[src/rtl/mm_arbiter.sv]
// mm_arbiter: two-client line-port arbiter sharing one mainmemory port between two L1 caches
// Ports: clk, reset (sync, active-high); per client N: cN_a/cN_read/cN_write/cN_wd requests,
// cN_ready (buffer empty), cN_rd/cN_rd_valid fill return; memory side: mm_a/mm_read/mm_write/mm_wd
// commands, mm_rd/mm_rd_valid fill data, mm_ready command acceptance.
// Build option: MM_ARB_FIXED_PRIO_EN selects fixed priority (client 0 wins ties) instead of round-robin.
module mm_arbiter #(
  parameter int ADDR_W      = 32,
  parameter int LINE_W      = 256,
  parameter int OFFSET_BITS = 5
) (
  input  logic              clk,
  input  logic              reset,
  input  logic [ADDR_W-1:0] c0_a,
  input  logic              c0_read,
  input  logic              c0_write,
  input  logic [LINE_W-1:0] c0_wd,
  output logic              c0_ready,
  output logic [LINE_W-1:0] c0_rd,
  output logic              c0_rd_valid,
  input  logic [ADDR_W-1:0] c1_a,
  input  logic              c1_read,
  input  logic              c1_write,
  input  logic [LINE_W-1:0] c1_wd,
  output logic              c1_ready,
  output logic [LINE_W-1:0] c1_rd,
  output logic              c1_rd_valid,
  output logic [ADDR_W-1:0] mm_a,
  output logic              mm_read,
  output logic              mm_write,
  output logic [LINE_W-1:0] mm_wd,
  input  logic [LINE_W-1:0] mm_rd,
  input  logic              mm_rd_valid,
  input  logic              mm_ready
);
  typedef enum logic [1:0] {IDLE, RD_WAIT, WR_GAP} state_t;
  state_t state, state_n;
  logic [1:0] buf_v, buf_w, req_r, req_w, cap, clr, rd_v, rd_valid_n;
  logic [ADDR_W-1:0] buf_a [2];
  logic [ADDR_W-1:0] req_a [2];
  logic [LINE_W-1:0] buf_d [2];
  logic [LINE_W-1:0] req_d [2];
  logic [LINE_W-1:0] rd_q [2];
  logic [LINE_W-1:0] rd_n [2];
  logic owner, owner_n, win, issue, mm_read_n, mm_write_n;
  logic [ADDR_W-1:0] mm_a_n;
  logic [LINE_W-1:0] mm_wd_n;
  assign req_r = {c1_read, c0_read};
  assign req_w = {c1_write, c0_write};
  assign req_a = '{c0_a, c1_a};
  assign req_d = '{c0_wd, c1_wd};
  assign c0_ready = !buf_v[0] && !reset;
  assign c1_ready = !buf_v[1] && !reset;
  assign c0_rd = rd_q[0];
  assign c1_rd = rd_q[1];
  assign c0_rd_valid = rd_v[0];
  assign c1_rd_valid = rd_v[1];
  // an empty buffer is exactly a ready client, so capture never collides with issue or fill
  assign cap = ~buf_v & (req_r | req_w);
  assign issue = (state == IDLE) && (|buf_v) && mm_ready;
`ifdef MM_ARB_FIXED_PRIO_EN
  assign win = !buf_v[0];
`else
  logic last_grant;
  always_ff @(posedge clk) begin
    if (reset) last_grant <= 1'b1;
    else if (issue) last_grant <= win;
  end
  // a lone requester wins; on a tie the client not granted last time wins
  assign win = &buf_v ? !last_grant : buf_v[1];
`endif
  always_comb begin
    state_n = state;
    owner_n = owner;
    mm_read_n = 1'b0;
    mm_write_n = 1'b0;
    mm_a_n = mm_a;
    mm_wd_n = mm_wd;
    clr = '0;
    rd_valid_n = '0;
    rd_n = rd_q;
    if (issue) begin
      owner_n = win;
      mm_a_n = {buf_a[win][ADDR_W-1:OFFSET_BITS], {OFFSET_BITS{1'b0}}};
      mm_wd_n = buf_d[win];
      mm_read_n = !buf_w[win];
      mm_write_n = buf_w[win];
      // writes are posted: the buffer frees at issue; reads hold it until the fill
      clr[win] = buf_w[win];
      state_n = buf_w[win] ? WR_GAP : RD_WAIT;
    end else if (state == RD_WAIT && mm_rd_valid) begin
      rd_n[owner] = mm_rd;
      rd_valid_n[owner] = 1'b1;
      clr[owner] = 1'b1;
      state_n = IDLE;
    end else if (state == WR_GAP) begin
      state_n = IDLE;
    end
  end
  always_ff @(posedge clk) begin
    for (int n = 0; n < 2; n++)
      if (cap[n]) begin
        buf_a[n] <= req_a[n];
        buf_d[n] <= req_d[n];
      end
  end
  always_ff @(posedge clk) begin
    if (reset) begin
      state <= IDLE;
      buf_v <= '0;
      buf_w <= '0;
      owner <= 1'b0;
      mm_read <= 1'b0;
      mm_write <= 1'b0;
      mm_a <= '0;
      mm_wd <= '0;
      rd_q <= '{default: '0};
      rd_v <= '0;
    end else begin
      state <= state_n;
      buf_v <= (buf_v & ~clr) | cap;
      // a simultaneous read and write captures the read only
      buf_w <= (buf_w & ~cap) | (cap & req_w & ~req_r);
      owner <= owner_n;
      mm_read <= mm_read_n;
      mm_write <= mm_write_n;
      mm_a <= mm_a_n;
      mm_wd <= mm_wd_n;
      rd_q <= rd_n;
      rd_v <= rd_valid_n;
    end
  end
endmodule

[config.mk]
export PLATFORM = sky130hd
export DESIGN_NAME = mm_arbiter
export DESIGN_NICKNAME = d
export VERILOG_FILES = /design/src/rtl/mm_arbiter.sv
export SDC_FILE = /design/constraint.sdc
export NUM_CORES = 2
export LEC_CHECK = 0
export CAP_MARGIN = 20
export CELL_PAD_IN_SITES_DETAIL_PLACEMENT = 1
export CELL_PAD_IN_SITES_GLOBAL_PLACEMENT = 2
export CORE_AREA = 2 2 636 638
export CTS_CLUSTER_SIZE = 12
export DETAILED_ROUTE_END_ITERATION = 10
export DIE_AREA = 0 0 638 640
export HOLD_SLACK_MARGIN = 0.12
export PLACE_DENSITY_LB_ADDON = 0.1
export SYNTH_ARGS = -nofsm -noshare
export SYNTH_HDL_FRONTEND = slang
export SYNTH_SLANG_ARGS = --single-unit
[constraint.sdc]
create_clock -name clk -period 16.9 [get_ports clk]
set_input_delay 3.38 -clock clk [delete_from_list [all_inputs] [get_ports clk]]
set_output_delay 3.38 -clock clk [all_outputs]
set_load 0.03 [all_outputs]
After elaboration in Yosys (flattened, before gate mapping)

Memory sizes are Yosys's and may differ from the RTL's. A register that Yosys moved wholly into a read port is not among the register bits.
Index checks and enable logic that the tools add are counted.

Bits in registers: 524
RAM bits: 576
Input port bits: 840
Output and inout port bits: 806
Memories: 2

Magnitude comparators: 6
Equality and inequality tests: 2
Mux-type cells: 20
Bitwise gates (word level): 15
Reduce and logical (&&, ||, !) cells: 20

Memory list:

| memory | words | bits a word | read ports | clocked after Yosys merged registers in | wr ports | line | source |
|---|---|---|---|---|---|---|---|
| buf_d  | 2     | 256         | 1          | 1                                       | 2        | 40   | `logic [LINE_W-1:0] buf_d [2];` |
| buf_a  | 2     | 32          | 1          | 1                                       | 2        | 38   | `logic [ADDR_W-1:0] buf_a [2];` |

Operator list:

| operator             | count |
|---|---|
| $bwmux W512          | 1 |
| $demux W256 S1       | 1 |
| $mux W256            | 1 |
| $and A2 B2 Y2        | 6 |
| $mux W2              | 6 |
| $mux W1              | 9 |
| $logic_and A1 B1 Y1  | 8 |
| $not A2 Y2           | 4 |
| $or A2 B2 Y2         | 3 |
| $reduce_or A2 Y1     | 3 |
| $logic_not A1 Y1     | 5 |
| $lt A1 B2 Y1 const B | 2 |
| $reduce_and A2 Y1    | 2 |
| $reduce_bool A3 Y1   | 1 |
| $demux W1 S1         | 2 |
| $eq A2 B1 Y1 const B | 1 |
| $eq A2 B2 Y1 const B | 1 |
| $ge A1 B1 Y1 const B | 2 |
| $ge A2 B2 Y1 const B | 1 |
| $logic_not A2 Y1     | 1 |
| $lt A2 B1 Y1 const B | 1 |
| $not A1 Y2           | 1 |
| $not A1 Y1           | 1 |

Depth between registers and ports, before layout

Depth in word-level cells: 11
Mapped depth: 7

Worst setup path after synthesis

Ideal clock, no wire load.

Path type: input to register
Start point: input port c0_write
End point: register buf_v[0]
Arrival time: 16.523 ns
Slack: 0.263 ns
Cell stages on the path: 3
Buffers on the path: 0
Cells stage by stage: nor2_1 nor2_1 o21ba_2

Cells in the longest elaborated chain, start to end: 3

Ends and longest elaborated chain:

| element                | line | source |
|---|---|---|
| start: declaration     | 15   | `input logic c0_write,` |
| $or A2 B2 Y2           | 58   | `assign cap = ~buf_v & (req_r \| req_w);` |
| $and A2 B2 Y2          | 58   |  |
| net cap[0]             | 37   | `logic [1:0] buf_v, buf_w, req_r, req_w, cap, clr, rd_v, rd_valid_n;` |
| $or A2 B2 Y2           | 120  | `buf_v <= (buf_v & ~clr) \| cap;` |
| end signal: assignment | 120  |  |
| end: declaration       | 37   |  |

The timed path passes the listed nets, and every way through them passes these cells.
A chain may end at the register's enable or synchronous reset.

Worst setup path in the final report

Start point: input port reset
End point: output port c0_ready

Cells in the longest elaborated chain, start to end: 2

Ends and longest elaborated chain:

| element             | line | source |
|---|---|---|
| start: declaration  | 12   | `input logic reset,` |
| $logic_not A1 Y1    | 51   | `assign c0_ready = !buf_v[0] && !reset;` |
| $logic_and A1 B1 Y1 | 51   |  |
| end: declaration    | 17   | `output logic c0_ready,` |

No other way between the ends.

==> summary.txt <==
Synth
  • Syn_area_per_cell: 11.0 µm²
  • Area share of the largest cell type after synthesis: around a third
  • Sequential area share after synthesis: around 67%
  • Post-Syn Area: about 49000 µm²
  • Area leader, netlist: edfxtp_1
  • Synth Warn #: 0
  • Synthesis-stage register bit count: about 1400
  • Main area contributors after synthesis: edfxtp_1 (35%), dfxtp_1 (33%), nand2_1 (12%)
  • Unique masters post-synth: 34
  • Post-synthesis cell count: roughly 4500

Critical path
  • Cell-by-cell trace of the critical path: buf_8, nor2_1, clkdlybuf4s50_1
  • Slowest stage delay, CP: a little over 800 ps
  • Startpoint Class: primary input
  • FF-to-FF setup slack: around 12000 ps
  • CP startpoint: reset
  • Crit path DAT: a little under 5000 ps
  • RR Endpoint: mm_wd[117]$_SDFFE_PP0N_
  • Kind of end point of the critical path: primary output
  • Worst EP required: 13520 ps
  • Crit path kind: in2out
  • Crit path max fanout: a little over 60
  • Critical path's slowest cell: clkdlybuf4s50_1
  • Crit path to: c0_ready
  • FF-to-FF path depth: 7
  • Reg2reg start: state[0]$_SDFFE_PP0P_

Floorplanning
  • I/O Pins: ~1600
  • Die Area: roughly 410000 µm²
  • Core ar.: between 400000 and 500000 µm²
  • Initial Util: about an eighth
  • Rows: ~230
  • Chip width: 638 µm
  • Die extent in y: between 600 and 700 µm

Drt
  • Drt pass-1 iters: 5
  • Routed WL per cell: around 27 µm
  • Iteration-0 DRC Markers: ~1600
  • Antenna Nets Post-Route: 0
  • Vias: 40800
  • WL final: 310000 µm
  • Remaining DRCs: 0
  • Vias per cell: 3.56

STA
  • Tmin final: between 8000 and 9000 ps
  • Setup ws final: 8670 ps
  • Worst Skew: 61.7 ps
  • Final Max Slew Viols: 0
  • Hold WS: around 450 ps
  • Worst slew pin tran: between 1000 and 1500 ps
  • Final setup TNS: 0 ps
  • Relative slew slack: 11.6%
  • Fin. Hold Viols: 0
  • RSZ-0062 raised after global routing: false
  • Max Fclk: 0.122 GHz
  • Setup-failing EPs final: 0
  • Period utilisation layout: 48.7%

Placement
  • Post-Place Setup Slack: 8430 ps
  • Port buffer count: ~1600
  • HPWL Detailed: roughly 220000 µm
  • GPL Wtd Cong: 0.749

CTS
  • Clk sinks: roughly 1400
  • Worst-skew pair later-pin latency: a little over 900 ps
  • Clk slew on worst S/H paths: 50 ps
  • TritonCTS clock tree: done
  • Htree depth: 4
  • Setup repair bufs after CTS: 0
  • Hold Buf Count CTS: 0
  • Clock buffer depth: 4
  • Num CTS Buffers: 196
  • Root buf cell: clkbuf_16
  • Cts repair resizes: 0

GRT
  • Largest net degree at the start of global routing: ~170
  • Grt ovf: 0
  • Initial antenna violation count: around 280
  • First-pass GRT wire length: about 400000 µm
  • Vias in the first global route: about 42000
  • Total GRT Usage: around 15%

Power and ir drop
  • P_leak: 24.7 nW
  • Design Power: ~9.2 mW
  • Maximum vdd drop: a little under 0.00008 V
  • Pwr/cell area: roughly 120 nW/µm²

Cells and area
  • Syn-to-layout area delta: 57.1%
  • Final net count: 6819
  • Layout cell share with drive strength beyond 1: about a tenth
  • Final Core Density: approximately a fifth

Min path
  • Hold depth: 2
  • Worst Hold Class: reg2reg

Flow run
  • Max Cap Violations: 0

Status
  • Status: finished, final reports clean
## cells in the mapped netlist
| library cell | instances |
|---|---|
| and4b_1 | 1 |
| nor3b_2 | 1 |
| o21ba_2 | 2 |
| buf_4 | 12 |
| and2_1 | 1 |
| dfxtp_1 | 807 |
| and4bb_2 | 1 |
| buf_6 | 28 |
| inv_1 | 3 |
| nand4b_1 | 1 |
| a211oi_1 | 2 |
| nand3b_1 | 2 |
| buf_2 | 117 |
| a31oi_1 | 1 |
| clkbuf_1 | 195 |
| o22ai_1 | 1 |
| nand4bb_1 | 1 |
| conb_1 | 1 |
| nand3_1 | 1 |
| nor3_1 | 2 |
| mux2i_1 | 1 |
| mux2_2 | 1 |
| nor2_1 | 8 |
| or2_1 | 1 |
| buf_1 | 18 |
| a311oi_2 | 237 |
| a21bo_2 | 2 |
| a311oi_1 | 48 |
| nand2b_1 | 1 |
| nand2_1 | 1591 |
| o21ai_0 | 2 |
| a21oi_1 | 798 |
| edfxtp_1 | 566 |
| a21boi_0 | 1 |
## final cells by class
cell class | instances | area, µm²
tap | 5287 | 6620
inverter | 3 | 11.3
clock buffer | 298 | 5680
fill | 45500 | 324000
timing repair buffer | 1692 | 16900
antenna | 41 | 103
multi-input combinational | 2713 | 14300
sequential | 1373 | 33200
clock inverter | 59 | 457
## worst max-delay path: cells and delay by family
family	cells	cell delay [ps]
simple gates	1	240
buf+inv	2	970
## logic make-up after synthesis
| group | Yosys count | synth area share [%] |
|---|---|---|
| and+or+nand+nor | 1612 | 12.4 |
| DFF | 1373 | 67.5 |
| other | 1 | 0.00763 |
| muxes | 2 | 0.0433 |
| buffers and inverters | 373 | 3.67 |
| AOI/OAI and AO/OA | 1094 | 16.4 |
## power by group
group	leakage (nW)	internal, mW	total (mW)	switching (mW)
registers	12.1	3.70	3.79	0.0907
clock network	2.99	2.34	4.07	1.73
logic	9.58	0.493	1.36	0.863
## flip-flops by register name, summed over array words and instances (netlist names), 2 cells and up
register and flops:
buf_w 2, mm_a 27, state 2, mm_wd 256, c1_rd 256, c0_rd 256
rd_v 2, buf_a 54, buf_d 512, buf_v 2
## per-stage QoR
stage | cells | cell area (µm²)
after floorplan | 4459 | 49200
after global placement | 11100 | 71000
after detailed placement | 11100 | 71000
after CTS | 11400 | 77100
after global routing | 11400 | 77100
final | 11500 | 77200
## per-layer routing
layer	track usage [%]	vias up	wire (µm)
met2	28.1	1480	166000
li1	-	18600	-
met1	13.9	19800	105000
met3	6.40	730	29000
met5	0	-	1040
met4	3.42	162	8790
## cell usage in the layout (no fill, tap or decap), types with 3 or more instances in the layout
cell                n
clkinv_2           20
a311oi_2          237
clkbuf_1           66
a311oi_1           48
clkinv_16           4
buf_12             10
edfxtp_1          566
dfxtp_1           807
diode_2            41
inv_1               3
a21oi_1           798
buf_4              51
clkbuf_8           33
conb_1              5
nor2_1              6
clkinv_1           25
clkbuf_16         199
clkdlybuf4s50_1  1629
nand2_1          1591
## worst min-delay path by stage
stage                                        from                      end
after floorplan           last_grant$_SDFFE_PP1N_  last_grant$_SDFFE_PP1N_
after global placement    c0_rd[108]$_SDFFE_PP0P_  c0_rd[108]$_SDFFE_PP0P_
after detailed placement  c1_rd[139]$_SDFFE_PP0P_  c1_rd[139]$_SDFFE_PP0P_
after CTS                 c1_rd[139]$_SDFFE_PP0P_  c1_rd[139]$_SDFFE_PP0P_
after global routing      c0_rd[137]$_SDFFE_PP0P_  c0_rd[137]$_SDFFE_PP0P_
final                      c0_rd[86]$_SDFFE_PP0P_   c0_rd[86]$_SDFFE_PP0P_
Note: power is estimated with default switching activity, not from simulation.
